[src/rtl/game_map_pkg.sv]
// Shared tile-map definitions for the player controller and the sprite/tile address generator.
// Row 0 is the top of the screen; within a row, bit 19 is column 0.
package game_map_pkg;

    localparam int unsigned TILE_SIZE   = 32;
    localparam int unsigned MAP_W       = 20;
    localparam int unsigned MAP_H       = 15;
    localparam int unsigned IMG_W       = 32;
    localparam int unsigned IMG_H       = 32;
    localparam int unsigned WALK_FRAMES = 6;
    localparam int unsigned IDLE_FRAMES = 4;

    localparam logic [9:0] START_X = 10'd32;
    localparam logic [9:0] START_Y = 10'd416;

    localparam logic [MAP_W-1:0] TILE_MAP [MAP_H] = '{
        20'b1111_1111_1111_1111_1111,  // 0
        20'b1000_0000_0000_0000_0001,  // 1
        20'b1000_0000_0000_0000_0001,  // 2
        20'b1000_0000_0000_0000_0001,  // 3
        20'b1000_0000_0000_0000_0001,  // 4
        20'b1000_0000_0000_0000_0001,  // 5
        20'b1000_0000_0000_0000_0001,  // 6
        20'b1000_0000_0000_0000_0001,  // 7
        20'b1000_0000_0000_0000_0001,  // 8
        20'b1000_0000_0000_0000_0001,  // 9
        20'b1000_0000_0000_0000_0001,  // 10
        20'b1111_0000_0000_0000_0001,  // 11: low ceiling over columns 1..3
        20'b1000_0000_0000_0000_0001,  // 12
        20'b1000_0000_0000_0001_0001,  // 13: wall block at column 15
        20'b1111_1111_1111_1111_1111   // 14: floor
    };

    typedef enum logic [2:0] {
        StIdle,
        StHProbe0,
        StHProbe1,
        StHCommit,
        StVProbe0,
        StVProbe1,
        StVCommit,
        StAnim
    } char_state_t;

    // Caller guarantees gx < MAP_W and gy < MAP_H.
    function automatic logic map_solid(input logic [4:0] gx, input logic [3:0] gy);
        logic [4:0] bit_idx;
        bit_idx = 5'(MAP_W - 1) - gx;
        return TILE_MAP[gy][bit_idx];
    endfunction

endpackage

[src/rtl/tile_probe.sv]
// Combinational tile lookup: pixel (px, py) -> solid. Anything off the map, including
// negative coordinates, reads as solid.
module tile_probe
    import game_map_pkg::*;
(
    input  logic signed [10:0] px,
    input  logic signed [10:0] py,
    output logic               solid
);

    logic [4:0] gx;
    logic [4:0] gy;
    logic       unused_low;

    assign gx = px[9:5];
    assign gy = py[9:5];
    assign unused_low = ^{px[4:0], py[4:0]};

    always_comb begin
        if (px[10] || py[10] || gx >= 5'(MAP_W) || gy >= 5'(MAP_H)) begin
            solid = 1'b1;
        end else begin
            solid = map_solid(gx, gy[3:0]);
        end
    end

endmodule

[src/rtl/char_motion_ctrl.sv]
// Per-frame player controller: on each vsync rising edge moves, jumps and animates the sprite,
// probing one map cell per cycle. Define CHAR_JUMP_EN to build in jump, gravity and vertical steps.
module char_motion_ctrl
    import game_map_pkg::*;
#(
    parameter int H_SPEED  = 2,
    parameter int JUMP_V   = 10,
    parameter int GRAVITY  = 1,
    parameter int V_MAX    = 8,
    parameter int ANIM_DIV = 6
) (
    input  logic       clk,
    input  logic       rst,
    input  logic       vsync,
    input  logic       btn_left,
    input  logic       btn_right,
    input  logic       btn_jump,
    output logic [9:0] img_x,
    output logic [9:0] img_y,
    output logic [2:0] frame_idx,
    output logic       is_moving,
    output logic       face_left
);

    char_state_t state;

    logic               vsync_d;
    logic               tick;
    logic               btn_l_q;
    logic               btn_r_q;
    logic               move_l;
    logic               move_r;
    logic               moving;
    logic               hit_q;
    logic               solid;
    logic               mv_chg;
    logic [7:0]         anim_div;
    logic [2:0]         frame_lim;
    logic signed [10:0] x_s;
    logic signed [10:0] y_s;
    logic signed [10:0] cx;
    logic signed [10:0] lead_x;
    logic signed [10:0] probe_x;
    logic signed [10:0] probe_y;
    logic [9:0]         x_base;
    logic [9:0]         x_hit;

    assign tick   = vsync & ~vsync_d;
    assign move_l = btn_l_q & ~btn_r_q;
    assign move_r = btn_r_q & ~btn_l_q;
    assign moving = move_l | move_r;

    assign x_s    = signed'({1'b0, img_x});
    assign y_s    = signed'({1'b0, img_y});
    assign cx     = move_r ? x_s + 11'(H_SPEED) : x_s - 11'(H_SPEED);
    assign lead_x = move_r ? cx + 11'sd31 : cx;
    // Snap against the hit tile; a negative lead edge wraps to 0 via modulo-1024 arithmetic.
    assign x_base = {lead_x[9:5], 5'd0};
    assign x_hit  = move_r ? x_base - 10'd32 : x_base + 10'd32;

    assign frame_lim = is_moving ? 3'(WALK_FRAMES - 1) : 3'(IDLE_FRAMES - 1);

`ifdef CHAR_JUMP_EN
    logic               btn_j_q;
    logic               grounded;
    logic               grounded_nxt;
    logic signed [5:0]  vel;
    logic signed [5:0]  vel_hit;
    logic signed [5:0]  vel_nxt;
    logic signed [6:0]  vel_sum;
    logic signed [10:0] cy;
    logic signed [10:0] vprobe_y;
    logic [9:0]         y_base;
    logic [9:0]         y_nxt;

    always_comb begin
        cy = y_s + 11'(vel);
        if (vel > 0) begin
            vprobe_y = cy + 11'sd31;
        end else if (vel < 0) begin
            vprobe_y = cy;
        end else begin
            vprobe_y = y_s + 11'sd32;
        end
        y_base       = {vprobe_y[9:5], 5'd0};
        y_nxt        = img_y;
        vel_hit      = '0;
        grounded_nxt = 1'b0;
        if (vel == 0) begin
            grounded_nxt = hit_q;
        end else if (!hit_q) begin
            y_nxt   = cy[9:0];
            vel_hit = vel;
        end else if (vel > 0) begin
            y_nxt        = y_base - 10'd32;
            grounded_nxt = 1'b1;
        end else begin
            y_nxt = y_base + 10'd32;
        end
        vel_sum = 7'(vel_hit) + 7'(GRAVITY);
        vel_nxt = vel_hit;
        if (!grounded_nxt) begin
            vel_nxt = (vel_sum > 7'(V_MAX)) ? 6'(V_MAX) : vel_sum[5:0];
        end
    end
`else
    logic unused_jump;

    assign unused_jump = btn_jump;
    assign img_y       = START_Y;
`endif

    always_comb begin
        probe_x = lead_x;
        probe_y = y_s;
        case (state)
            StHProbe1: probe_y = y_s + 11'sd31;
`ifdef CHAR_JUMP_EN
            StVProbe0: probe_y = vprobe_y;
            StVProbe1: begin
                probe_x = x_s + 11'sd31;
                probe_y = vprobe_y;
            end
`endif
            default: ;
        endcase
        if (state == StVProbe0) begin
            probe_x = x_s;
        end
    end

    tile_probe u_tile_probe (
        .px    (probe_x),
        .py    (probe_y),
        .solid (solid)
    );

    always_ff @(posedge clk or posedge rst) begin
        if (rst) begin
            state     <= StIdle;
            vsync_d   <= 1'b0;
            btn_l_q   <= 1'b0;
            btn_r_q   <= 1'b0;
            hit_q     <= 1'b0;
            mv_chg    <= 1'b0;
            anim_div  <= '0;
            img_x     <= START_X;
            frame_idx <= '0;
            is_moving <= 1'b0;
            face_left <= 1'b0;
`ifdef CHAR_JUMP_EN
            img_y     <= START_Y;
            btn_j_q   <= 1'b0;
            vel       <= '0;
            grounded  <= 1'b0;
`endif
        end else begin
            vsync_d <= vsync;
            unique case (state)
                StIdle: begin
                    if (tick) begin
                        btn_l_q <= btn_left;
                        btn_r_q <= btn_right;
`ifdef CHAR_JUMP_EN
                        btn_j_q <= btn_jump;
`endif
                        state   <= StHProbe0;
                    end
                end
                StHProbe0: begin
                    hit_q <= solid;
`ifdef CHAR_JUMP_EN
                    if (grounded && btn_j_q) begin
                        vel <= 6'(-JUMP_V);
                    end
`endif
                    state <= StHProbe1;
                end
                StHProbe1: begin
                    hit_q <= hit_q | solid;
                    state <= StHCommit;
                end
                StHCommit: begin
                    // With no direction the probe results are simply ignored.
                    if (moving) begin
                        img_x     <= hit_q ? x_hit : cx[9:0];
                        face_left <= move_l;
                    end
                    is_moving <= moving;
                    mv_chg    <= is_moving ^ moving;
`ifdef CHAR_JUMP_EN
                    state     <= StVProbe0;
`else
                    state     <= StAnim;
`endif
                end
`ifdef CHAR_JUMP_EN
                StVProbe0: begin
                    hit_q <= solid;
                    state <= StVProbe1;
                end
                StVProbe1: begin
                    hit_q <= hit_q | solid;
                    state <= StVCommit;
                end
                StVCommit: begin
                    img_y    <= y_nxt;
                    vel      <= vel_nxt;
                    grounded <= grounded_nxt;
                    state    <= StAnim;
                end
`endif
                StAnim: begin
                    if (mv_chg) begin
                        frame_idx <= '0;
                        anim_div  <= '0;
                    end else if (anim_div == 8'(ANIM_DIV - 1)) begin
                        anim_div  <= '0;
                        frame_idx <= (frame_idx >= frame_lim) ? 3'd0 : frame_idx + 3'd1;
                    end else begin
                        anim_div <= anim_div + 8'd1;
                    end
                    state <= StIdle;
                end
                default: state <= StIdle;
            endcase
        end
    end

endmodule

[config.mk]
export PLATFORM = sky130hd
export DESIGN_NAME = char_motion_ctrl
export DESIGN_NICKNAME = d
export VERILOG_FILES = /design/src/rtl/game_map_pkg.sv /design/src/rtl/tile_probe.sv /design/src/rtl/char_motion_ctrl.sv
export SDC_FILE = /design/constraint.sdc
export NUM_CORES = 1
export LEC_CHECK = 0
export ABC_AREA = 0
export ABC_CLOCK_PERIOD_IN_PS = 11300
export CAP_MARGIN = 20
export CORE_MARGIN = 5
export CORE_UTILIZATION = 40
export CTS_BUF_LIST = sky130_fd_sc_hd__clkbuf_16
export CTS_CLUSTER_DIAMETER = 30
export DETAILED_ROUTE_END_ITERATION = 12
export HOLD_SLACK_MARGIN = 0.08
export PLACE_DENSITY = 0.66
export SYNTH_ARGS = -nofsm -noshare
export SYNTH_HDL_FRONTEND = slang
export SYNTH_HIERARCHICAL = 1
export SYNTH_SLANG_ARGS = --single-unit
[constraint.sdc]
create_clock -name clk -period 11.3 [get_ports clk]
set_input_delay 1.13 -clock clk [delete_from_list [all_inputs] [get_ports clk]]
set_output_delay 1.13 -clock clk [all_outputs]
set_load 0.005 [all_outputs]
**Yosys cells after proc, flatten, opt, wreduce, memory -nomap -nowiden**

Memory sizes are Yosys's and may differ from the RTL's.
Cells that the tools add are included.
Widths: inputs -> output; s select.

- Add/sub/neg operators: 8
- Multiply operators: 0
- Div/mod/pow operators: 0
- Order comparisons: 5
- Equality and inequality tests: 7
- Shift operators: 0
- Mux-type cells: 19
- Bitwise logic cells: 10
- Reduce and logical (&&, ||, !) cells: 9

Operators by type and width:

| operator | count |
|---|---|
| $mux 20 | 2 |
| $mux 11 | 3 |
| $mux 10 | 2 |
| $mux 8 | 2 |
| $mux 3 | 5 |
| $pmux 3 s4 | 1 |
| $add 10x2->11 const B | 1 |
| $add 11x6->11 const B | 1 |
| $sub 10x2->11 const B | 1 |
| $add 10x6->10 const B | 1 |
| $ge 5x5->1 const B | 2 |
| $sub 10x6->10 const B | 1 |
| $add 8x1->8 const B | 1 |
| $eq 8x3->1 const B | 1 |
| $eq 3x2->1 const B | 2 |
| $eq 3x3->1 const B | 2 |
| $lt 5x6->1 const B | 1 |
| $reduce_and 2->1 | 3 |
| $bmux 1 s5 | 1 |
| $not 4->5 const A | 1 |
| $sub 5x5->5 const A | 1 |
| $ge 4x4->1 const AB | 1 |
| $reduce_bool 2->1 | 2 |
| $add 3x1->3 const B | 1 |
| other kinds (12) | 19 |

- Register bits: 31
- Bits in latches: 0
- RAM bits: 0
- ROM bits: 320
- Input bits: 6
- Output and inout port bits: 25
- Word-level logic and storage cells: 70
- Memories: 1

Memory list:

| name | depth | bits a word | read ports | clocked after memory_dff | write ports | line | RTL |
|---|---|---|---|---|---|---|---|
| (name not given) | 16 | 20 | 1 | 0 | 0 | game_map_pkg.sv:49 | `return TILE_MAP[gy][bit_idx];` |

**Longest topological paths before layout**

Gate-level depths: netlist (run 1).

- Depth in word-level cells: 12
- Gate-level depth with buffers: 22
- Depth with buffers taken out: 20

**By module**

The synthesis (run 1) kept the hierarchy.

By module, submodules not included:

| module | instances | cells an instance | area an instance (um^2) | seq. area each (um^2) |
|---|---|---|---|---|
| char_motion_ctrl | 1 | 289 | 2414.8 | 752.0 |
| tile_probe | 1 | 20 | 140.1 | 0.0 |

**Least setup slack after synthesis (run 1)**

Ideal clock, no wire load.

- Path type: register -> register
- Start: register btn_l_q
- End: register hit_q
- Library setup time: 0.128 ns
- Arrival: 4.231 ns
- Required time: 11.172 ns
- Slack: 6.941 ns
- Stages on the path, launching flop included: 23
- Path buffers: 2
- Period minus slack after synthesis: 4.359 ns
- Cell sequence: dfrtp_1 -> inv_1 -> ha_1 -> clkbuf_1 -> inv_1 -> ha_1 -> buf_6 -> inv_2 -> or4b_1 -> or3_1 -> nand3_2 -> nand2_1 -> xor2_1 -> nor2_1 -> nor2_1 -> inv_1 -> ha_1 -> and4b_2 -> o211ai_1 -> a21oi_1 -> a2111o_1 -> o31ai_1 -> a21oi_1

- Word-level cells in the longest chain between the ends: 12
- Elaborated cells on any way between the ends: 16
- Those cells by class: add/sub (2); order compare (1); mux (7); bitwise (3); reduce/logical (3)

Ends and longest elaborated chain:

| element | line | RTL |
|---|---|---|
| from (decl) | char_motion_ctrl.sv:29 | `logic btn_l_q;` |
| from (signal assigned) | char_motion_ctrl.sv:162 | `btn_l_q <= btn_left;` |
| $not 1->1 (*) | char_motion_ctrl.sv:50 | `assign move_r = btn_r_q & ~btn_l_q;` |
| $and 1x1->1 (*) | char_motion_ctrl.sv:50 |  |
| $mux 11 | char_motion_ctrl.sv:55 | `assign cx = move_r ? x_s + 11'(H_SPEED) : x_s - 11'(H_SPEED);` |
| $add 11x6->11 | char_motion_ctrl.sv:56 | `assign lead_x = move_r ? cx + 11'sd31 : cx;` |
| $mux 11 (*) | char_motion_ctrl.sv:56 |  |
| $mux 11 (*) | char_motion_ctrl.sv:127 | `if (state == StVProbe0) begin` |
| named net probe_x[7] | char_motion_ctrl.sv:43 | `logic signed [10:0] probe_x;` |
| $sub 5x5->5 / $ge 5x5->1 (equally long branches) | game_map_pkg.sv:48, tile_probe.sv:20 |  |
| $bmux 1 s5 / $logic_or 1x1->1 (equally long branches) | game_map_pkg.sv:49, tile_probe.sv:20 |  |
| $mux 1 (implied by the code) / $logic_or 1x1->1 (equally long branches) | game_map_pkg.sv:49, tile_probe.sv:20 |  |
| $mux 1 (*) | tile_probe.sv:20 | `if (px[10] \|\| py[10] \|\| gx >= 5'(MAP_W) \|\| gy >= 5'(MAP_H)) begin` |
| named net solid | char_motion_ctrl.sv:35 | `logic solid;` |
| $or 1x1->1 | char_motion_ctrl.sv:180 | `hit_q <= hit_q \| solid;` |
| $pmux 1 s2 (*) | char_motion_ctrl.sv:159 | `unique case (state)` |
| to (signal assigned) | char_motion_ctrl.sv:171 | `hit_q <= solid;` |
| to (signal assigned) | char_motion_ctrl.sv:180 |  |
| to (decl) | char_motion_ctrl.sv:34 | `logic hit_q;` |

The timed path passes the listed nets; every way through them passes the cells marked *. The select of a mux whose other input is x is not followed.
A chain may end at the register's enable or synchronous reset.

**Worst setup path after layout (run 1)**

Same ends and word-level chain as after synthesis.

==> run summary, run 1 <==
Worst-Skew Late Latency -> 0.27 ns
worst r2r dst -> hit_q
reg-to-reg startpoint -> btn_l_q
Hold Violations, Final -> 0
CTS Buffer Depth -> 2
Core Region -> 0.00596 mm²
die area -> 0.00784 mm²
WP data arrival -> 4.81 ns
Clock Tree Root -> clkbuf_16
Reg2Reg Depth -> 20
pin count of the biggest net entering global routing -> 31
Worst Setup End Kind -> register
unrepaired setup endpoints after global routing -> false
Post-DRT Antenna Nets -> 0
Hold Path Cell Cnt -> 2
Critical Path Start Type -> register
kind of critical path -> reg -> reg
Die Height -> 88.5 µm
layout cells sized above 1 -> 0.0554
routed vias/inst -> 5.04
P&R area growth vs syn -> 15.7%
initial core utilization -> 0.414
site row count -> 28
Post-Route WL -> 4960 µm
fmax -> 0.215 GHz
CTS tree -> done
RePlAce Congestion -> 0.798
total CTS buffers -> 5
Sink Count -> 30
reg2reg setup slack -> 6.64 ns
Max-Slew Margin vs Limit -> 0.637
crit path cell chain -> inv_1 > ha_1 > inv_1 > ha_1 > inv_2 > or4b_1 > or3_1 > nand3_2 > nand2_1 > xor2_1 > nor2_1 > nor2_1 > inv_1 > ha_1 > and4b_2 > o211ai_1 > a21oi_1 > a2111o_1 > o31ai_1 > a21oi_1
status -> completed
Avg Inst Size Synth -> 8.42 µm²
max incr delay on CP -> 0.51 ns
data required time at the worst endpoint -> 11.45 ns
DR pass1 iterations -> 4
Least-Margin Pin Slew -> 0.543 ns
Detail Placement HPWL -> 3730 µm
master of the slowest instance on the critical path -> ha_1
Synth Cell Area -> 0.00247 mm²
Vias -> 2015
I/O Buffers -> 18
H-tree level count -> 2
hold path startpoint -> img_x[5]
# DRC -> 0
CTS clk-pin slew, worst paths -> 0.05 ns
diode count -> 0
Die Wd -> 88.5 µm
total track usage -> 0.139
initial DRC count -> 92
GRT Residual Overflow -> 0
setup bufs post-CTS -> 0
vias in the first global route -> 1951
boundary pin count -> 31
Gate Count Post-Synth -> 293
Tmin final -> 4.66 ns
initial antenna violation count -> 0
first-pass GRT wire length -> 8710 µm
cts hold-fix bufs -> 0
Slew Limit Fails -> 0
CP max FO -> 13
skew final -> 0.00609 ns
Post-CTS Resized -> 0
worst setup path startpoint -> btn_l_q
Tcrit/Tclk final -> 0.412
Nets -> 354
Routed WL per cell -> 12.4 µm
Hold/Removal Path Class -> reg -> reg
hold worst-path end -> img_x[5]
warning count from the yosys run -> 6
setup TNS -> 0 ns
# Max-Cap Violations -> 0
Final setup viols -> 0
==> worst max-delay path: cells and delay by family, from the launching register on <==
family	cells	cell delay (ns)
AND/OR/NAND/NOR	7	1.41
adder cells (fa/ha/maj)	3	1.11
AO/OA/AOI/OAI	5	0.90
buffers and inverters	4	0.54
flip-flops	1	0.37
XOR/XNOR	1	0.20
==> sequential cells by signal, summed over array words and instances (netlist names) <==
| signal | count |
|---|---|
| face_left | 1 |
| frame_idx | 3 |
| img_x | 9 |
| hit_q | 1 |
| btn_l_q | 1 |
| is_moving | 1 |
| mv_chg | 1 |
| btn_r_q | 1 |
| vsync_d | 1 |
| state | 3 |
| anim_div | 8 |
==> cell type report <==
type | count | area (µm²)
clock buffer | 5 | 125
multi-input combinational | 254 | 1630
inverter | 14 | 52.6
sequential | 30 | 752
clock inverter | 3 | 12.5
fill | 595 | 3100
tap | 75 | 93.8
timing repair buffer | 19 | 188
==> layout by cell type (no fill, tap or decap), drive strengths merged, types with 2 or more instances in the layout <==
master / instances
conb: 29
xnor2: 9
nand3: 15
nor2: 29
o31ai: 6
dfrtp: 29
a21oi: 16
or2: 2
ha: 22
fa: 2
a31oi: 2
nor2b: 3
o211ai: 2
nand3b: 5
inv: 15
a21o: 6
nor3: 9
a211oi: 4
nand4: 2
nand2: 28
and2: 3
nor3b: 2
clkinv: 2
clkbuf: 5
xor2: 9
o21ai: 21
nor4: 3
nand2b: 5
clkdlybuf4s50: 18
mux2i: 4
==> routing by layer <==
metal  global-route usage  wire, µm  vias up
met1                0.191      2550      933
li1                     -         -     1054
met4               0.0330        45        0
met2                0.225      2230       23
met3               0.0298       139        5
met5                    0         0        -
==> worst max path at each step <==
stage          slack, ns  endpoint  cells past startpoint
6_report            6.64     hit_q                     20
4_1_cts             6.57     hit_q                     20
3_5_place_dp        6.61     hit_q                     20
5_1_grt             6.28     hit_q                     20
3_3_place_gp        6.67     hit_q                     20
2_1_floorplan       7.09     hit_q                     22
==> per-stage QoR <==
step / hold slack (ns) / utilization / worst slack, ns / instance area [µm²] / cells
2_1_floorplan: 0.468 / - / 7.09 / 2570 / 320
3_3_place_gp: 0.488 / 0.456 / 6.67 / 2720 / 392
3_5_place_dp: 0.489 / 0.456 / 6.61 / 2720 / 392
4_1_cts: 0.502 / 0.479 / 6.57 / 2850 / 400
5_1_grt: 0.510 / 0.479 / 6.28 / 2850 / 400
6_report: 0.502 / 0.479 / 6.64 / 2850 / 400
Power of run 1 is left out: the tool's default activity adds up to more than one toggle a clock period on the data nets, which glitch-free logic cannot reach.
==> run 2: changes to the inputs <==
Settings changed: ABC_CLOCK_PERIOD_IN_PS 11300 to 4700.
Clock period 11.3 ns to 4.7 ns, I/O delays scaled along.
==> run 2 against run 1 <==
  * Global-route usage is 0.61 points higher
  * Worst hold slack worse by 0.0023 ns
  * Maximum frequency is 5.7% higher
  * Critical endpoint unchanged
  * Highest routed layer unchanged
==> run summary, run 2 (synthesis gave the netlist of run 1 again) <==
status -> completed
gr busiest metal -> met2
# Max-Cap Violations -> 0 (unchanged)
CTS tree -> done
Vias -> 2071 (+2.8%)
Slew Limit Fails -> 0 (unchanged)
worst r2r dst -> hit_q
first-pass GRT wire length -> 8980 µm (+3.0%)
initial DRC count -> 90 (-2.2%)
Reg2Reg Depth -> 21 (+5.0%)
GRT Residual Overflow -> 0 (unchanged)
Tmin final -> 4.41 ns (-0.252 ns)
vias in the first global route -> 1994 (+2.2%)
Hold Violations, Final -> 0 (unchanged)
CTS Buffer Depth -> 2 (unchanged)
Hold/Removal Path Class -> reg -> reg
worst hold slack -> 0.500 ns (-0.00232 ns)
total CTS buffers -> 5 (unchanged)
Final setup viols -> 0 (unchanged)
cts hold-fix bufs -> 0 (unchanged)
H-tree level count -> 2 (unchanged)
global routing usage on met2 -> 0.248 (+0.0231)
hold worst-path end -> anim_div[6]
FF+latch area -> 752 µm² (unchanged)
WP data arrival -> 4.56 ns (-0.25 ns)
fmax -> 0.227 GHz (+5.7%)
Nets -> 365 (+3.1%)
Hold Path Cell Cnt -> 1 (-1)
Reg with most FFs -> img_x
pin count of the biggest net entering global routing -> 31 (unchanged)
Worst Setup End Kind -> register
fin area -> 0.00296 mm² (+3.6%)
met3 Usage GRT -> 0.0298 (unchanged)
kind of critical path -> reg -> reg
Post-Route WL -> 5140 µm (+3.5%)
Die Height -> 88.5 µm (unchanged)
Core Region -> 0.00596 mm² (unchanged)
site row count -> 28 (unchanged)
Top Registers -> img_x (9), anim_div (8)
Sink Count -> 30 (unchanged)
total track usage -> 0.145 (+0.00611)
Max-Slew Margin vs Limit -> 0.640 (+0.00233)
RePlAce Congestion -> 0.831 (+4.1%)
Setup WS post-layout -> 0.292 ns (-6.35 ns)
pre-CTS WS -> 0.359 ns (-6.25 ns)
boundary pin count -> 31 (unchanged)
initial core utilization -> 0.414 (unchanged)
Fillers -> 574 (-3.5%)
placed inst area -> 0.00276 mm² (+1.7%)
P&R area growth vs syn -> 19.8%
data required time at the worst endpoint -> 4.85 ns (-6.60 ns)
reg2reg setup slack -> 0.29 ns (-6.35 ns)
# DRC -> 0 (unchanged)
I/O Buffers -> 18 (unchanged)
unrepaired setup endpoints after global routing -> false
Die Wd -> 88.5 µm (unchanged)
Critical Path Start Type -> register
initial antenna violation count -> 0 (unchanged)
routed vias/inst -> 5.04 (about the same)
Worst-Skew Late Latency -> 0.27 ns (about the same)
Post-DRT Antenna Nets -> 0 (unchanged)
multi-input logic area -> 0.00165 mm² (+0.92%)
skew final -> 0.00265 ns (-0.00344 ns)
die area -> 0.00784 mm² (unchanged)
Least-Margin Pin Slew -> 0.539 ns (-0.00349 ns)
CTS clk-pin slew, worst paths -> 0.05 ns (about the same)
M1 GR Usage -> 0.186 (-0.00475)
Clock Tree Root -> clkbuf_16
most frequent cells in the layout -> nor2_1, conb_1, dfrtp_1
setup TNS -> 0 ns (unchanged)
Detail Placement HPWL -> 3800 µm (+1.8%)
DR pass1 iterations -> 4 (unchanged)
hold path startpoint -> anim_div[6]
max FFs per register -> 9 (unchanged)
Tcrit/Tclk final -> 0.938 (+0.525)
Routed WL per cell -> 12.5 µm (+0.76%)
diode count -> 0 (unchanged)
CP max FO -> 5 (-8)
layout cells sized above 1 -> 0.0982 (+0.0428)
reg-to-reg startpoint -> btn_l_q
run 2: repair_timing:
item	4_1_cts	5_1_grt
endpoints found under the setup margin	0	1
setup buffers	0	5
resized for setup	0	3
run 2: through the flow:
stage / util / cells
floorplan: - / 320
global placement: 0.464 / 398
detailed placement: 0.464 / 398
CTS: 0.487 / 406
global route: 0.496 / 411
finish: 0.496 / 411
run 2: cell type report:
| type | count | area share |
|---|---|---|
| Inverter | 14 | 0.0190 |
| Sequential cell | 30 | 0.254 |
| Clock buffer | 5 | 0.0423 |
| Multi-Input combinational cell | 254 | 0.556 |
| Timing Repair Buffer | 30 | 0.0906 |
| Tap cell | 75 | 0.0317 |
| Clock inverter | 3 | 0.00550 |
run 2: worst max path at each step:
stage,slack (ns),endpoint,cells after the start,start
floorplan,0.49,hit_q,22,btn_l_q
global route,0.006,hit_q,21,btn_l_q
global placement,0.42,hit_q,20,btn_l_q
detailed placement,0.36,hit_q,20,btn_l_q
CTS,0.33,hit_q,20,btn_l_q
finish,0.29,hit_q,21,btn_l_q
run 2: routing by layer:
| metal | share of wire | vias to the layer above |
|---|---|---|
| met1 | 0.47 | 968 |
| met4 | 0.012 | 0 |
| met2 | 0.48 | 25 |
| met3 | 0.035 | 4 |
| li1 | - | 1074 |
| met5 | 0 | - |
run 2: worst max-delay path, stage by stage (launching register included):
cell        delay, ns
dfrtp_1          0.38
inv_1            0.08
ha_1             0.21
clkinvlp_4       0.17
buf_4            0.17
ha_1             0.33
a21o_1           0.20
a21oi_1          0.28
nand2_1          0.14
xnor2_2          0.19
nor3_1           0.27
xnor2_1          0.19
nor2_1           0.07
nor2_1           0.08
inv_1            0.07
ha_1             0.29
and4b_2          0.22
o211ai_1         0.16
a21oi_1          0.09
a2111o_1         0.37
o31ai_1          0.22
a21oi_1          0.10
Power of run 2 is left out for the same reason.
==> run 3: changes to the inputs <==
--- a/config.mk
+++ b/config.mk
@@ -10,4 +10,6 @@
 export CAP_MARGIN = 20
+export CELL_PAD_IN_SITES_DETAIL_PLACEMENT = 0
+export CELL_PAD_IN_SITES_GLOBAL_PLACEMENT = 2
 export CORE_MARGIN = 5
-export CORE_UTILIZATION = 40
+export CORE_UTILIZATION = 34
 export CTS_BUF_LIST = sky130_fd_sc_hd__clkbuf_16
@@ -16,3 +18,4 @@
 export HOLD_SLACK_MARGIN = 0.08
-export PLACE_DENSITY = 0.66
+export PLACE_DENSITY = 0.86
+export SLEW_MARGIN = 10
 export SYNTH_ARGS = -nofsm -noshare
==> constraint.sdc (replaced) <==
create_clock -name clk -period 4.7 [get_ports clk]
set_input_delay 0.94 -clock clk [delete_from_list [all_inputs] [get_ports clk]]
set_output_delay 0.94 -clock clk [all_outputs]
set_load 0.005 [all_outputs]
==> run 3 against run 2 <==
  * First-iteration DRC count down 17%
  * Maximum frequency up 3.2%
  * Highest routed layer unchanged
  * Cell count up 3.9%
  * Routed wire length up 2.9%
  * Largest cell class unchanged
==> run summary, run 3 (synthesis gave the netlist of run 1 again) <==
status -> completed
layout cells sized above 1 -> 0.0793 (-0.0189)
CTS clk-pin slew, worst paths -> 0.05 ns (about the same)
reg-to-reg startpoint -> btn_l_q
pin count of the biggest net entering global routing -> 24 (-23%)
Detail Placement HPWL -> 4100 µm (+7.9%)
Fillers -> 745 (+30%)
Reg with most FFs -> img_x
unrepaired setup endpoints after global routing -> false
Core Region -> 0.00718 mm² (+20%)
Post-Route WL -> 5280 µm (+2.9%)
GRT Residual Overflow -> 0 (unchanged)
most frequent cells in the layout -> conb_1, dfrtp_1, nor2_1, nand2_1, ha_1
initial antenna violation count -> 0 (unchanged)
routed vias/inst -> 4.68 (-7.0%)
Top Registers -> img_x (9), anim_div (8)
Critical Path Start Type -> register
P&R area growth vs syn -> 19.7%
# DRC -> 0 (unchanged)
total track usage -> 0.126 (-0.0189)
DR pass1 iterations -> 4 (unchanged)
hold path startpoint -> face_left
Worst Setup End Kind -> register
Tcrit/Tclk final -> 0.909 (-0.0287)
Worst-Skew Late Latency -> 0.27 ns (about the same)
Tmin final -> 4.27 ns (-0.135 ns)
site row count -> 31 (+11%)
CTS Buffer Depth -> 2 (unchanged)
setup TNS -> 0 ns (unchanged)
Least-Margin Pin Slew -> 0.908 ns (+0.368 ns)
WP data arrival -> 4.42 ns (-0.14 ns)
worst setup path startpoint -> btn_l_q
Hold/Removal Path Class -> reg -> reg
H-tree level count -> 2 (unchanged)
Die Height -> 95.2 µm (+7.5%)
Post-DRT Antenna Nets -> 0 (unchanged)
CP max FO -> 9 (+4)
I/O Buffers -> 18 (unchanged)
total CTS buffers -> 5 (unchanged)
multi-input logic area -> 0.00165 mm² (+0.15%)
initial core utilization -> 0.344 (-0.0704)
Vias -> 2000 (-3.4%)
RePlAce Congestion -> 0.769 (-7.5%)
initial DRC count -> 75 (-17%)
Slew Limit Fails -> 0 (unchanged)
Max-Slew Margin vs Limit -> 0.394 (-0.246)
CTS tree -> done
Hold Violations, Final -> 0 (unchanged)
fin area -> 0.00295 mm² (-0.13%)
vias in the first global route -> 1858 (-6.8%)
diode count -> 0 (unchanged)
data required time at the worst endpoint -> 4.85 ns (about the same)
skew final -> 0.00559 ns (+0.00295 ns)
FF+latch area -> 752 µm² (unchanged)
Nets -> 358 (-1.9%)
Final setup viols -> 0 (unchanged)
max FFs per register -> 9 (unchanged)
first-pass GRT wire length -> 8990 µm (+0.16%)
fmax -> 0.234 GHz (+3.2%)
kind of critical path -> reg -> reg
placed inst area -> 0.00278 mm² (+0.54%)
# Max-Cap Violations -> 0 (unchanged)
boundary pin count -> 31 (unchanged)
Routed WL per cell -> 12.4 µm (-0.97%)
Sink Count -> 30 (unchanged)
Die Wd -> 95.2 µm (+7.5%)
Clock Tree Root -> clkbuf_16
die area -> 0.00906 mm² (+16%)
==> run 3: changes by cell type in the layout (fill, tap and decap cells not counted), sizes merged <==
cell,before,now
inv,13,14
buf,12,5
bufinv,0,1
clkinvlp,2,0
clkinv,2,1
==> run 3: cell type report <==
cell class              instances  area share
multi-input cells             254       0.558
flip-flops and latches         30       0.255
repair buffers                 23      0.0737
clock buffers                   5      0.0424
well taps                      99      0.0419
inverters                      14      0.0178
clock inverters                 2      0.0114
==> run 3: routing by layer <==
layer	GRT usage	wire (µm)	vias to the layer above
met5	0	0	-
met4	0.0300	27	0
met3	0.0316	184	2
met2	0.205	2380	28
met1	0.169	2690	911
li1	-	-	1059
==> run 3: worst max-delay path, stage by stage (launching register included) <==
cell      delay (ns)
dfrtp_1         0.38
inv_1           0.07
ha_1            0.16
inv_1           0.11
buf_4           0.20
ha_2            0.41
or4b_1          0.43
or3_1           0.32
nand3_2         0.08
nand2_1         0.06
xor2_1          0.19
nor2_1          0.09
nor2_2          0.14
inv_1           0.07
ha_1            0.29
and4b_2         0.22
o211ai_1        0.16
a21oi_1         0.09
a2111o_1        0.38
o31ai_1         0.20
a21oi_1         0.09
==> run 3: final timing paths <==
path,endpoint,slack (ns),cells past startpoint
max in group asynchronous,state[1],2.86,3
min,face_left,0.48,2
max,hit_q,0.43,20
min in group asynchronous,img_x[3],1.18,2
max reg2reg,hit_q,0.43,20
min reg2reg,face_left,0.48,2
==> run 3: through the flow <==
stage,worst slack [ns],util,hold slack (ns),instances
floorplan,0.486,-,0.468,320
global placement,0.371,0.387,0.492,420
detailed placement,0.334,0.387,0.469,420
CTS,0.310,0.409,0.495,427
global route,0.0252,0.412,0.515,427
finish,0.427,0.412,0.485,427
==> run 3: what timing repair did <==
action	in CTS	in global routing
hold buffers	0	0
setup endpoints to repair	0	1
gates resized for setup	0	4
setup buffers	0	0
Power of run 3 is left out for the same reason.
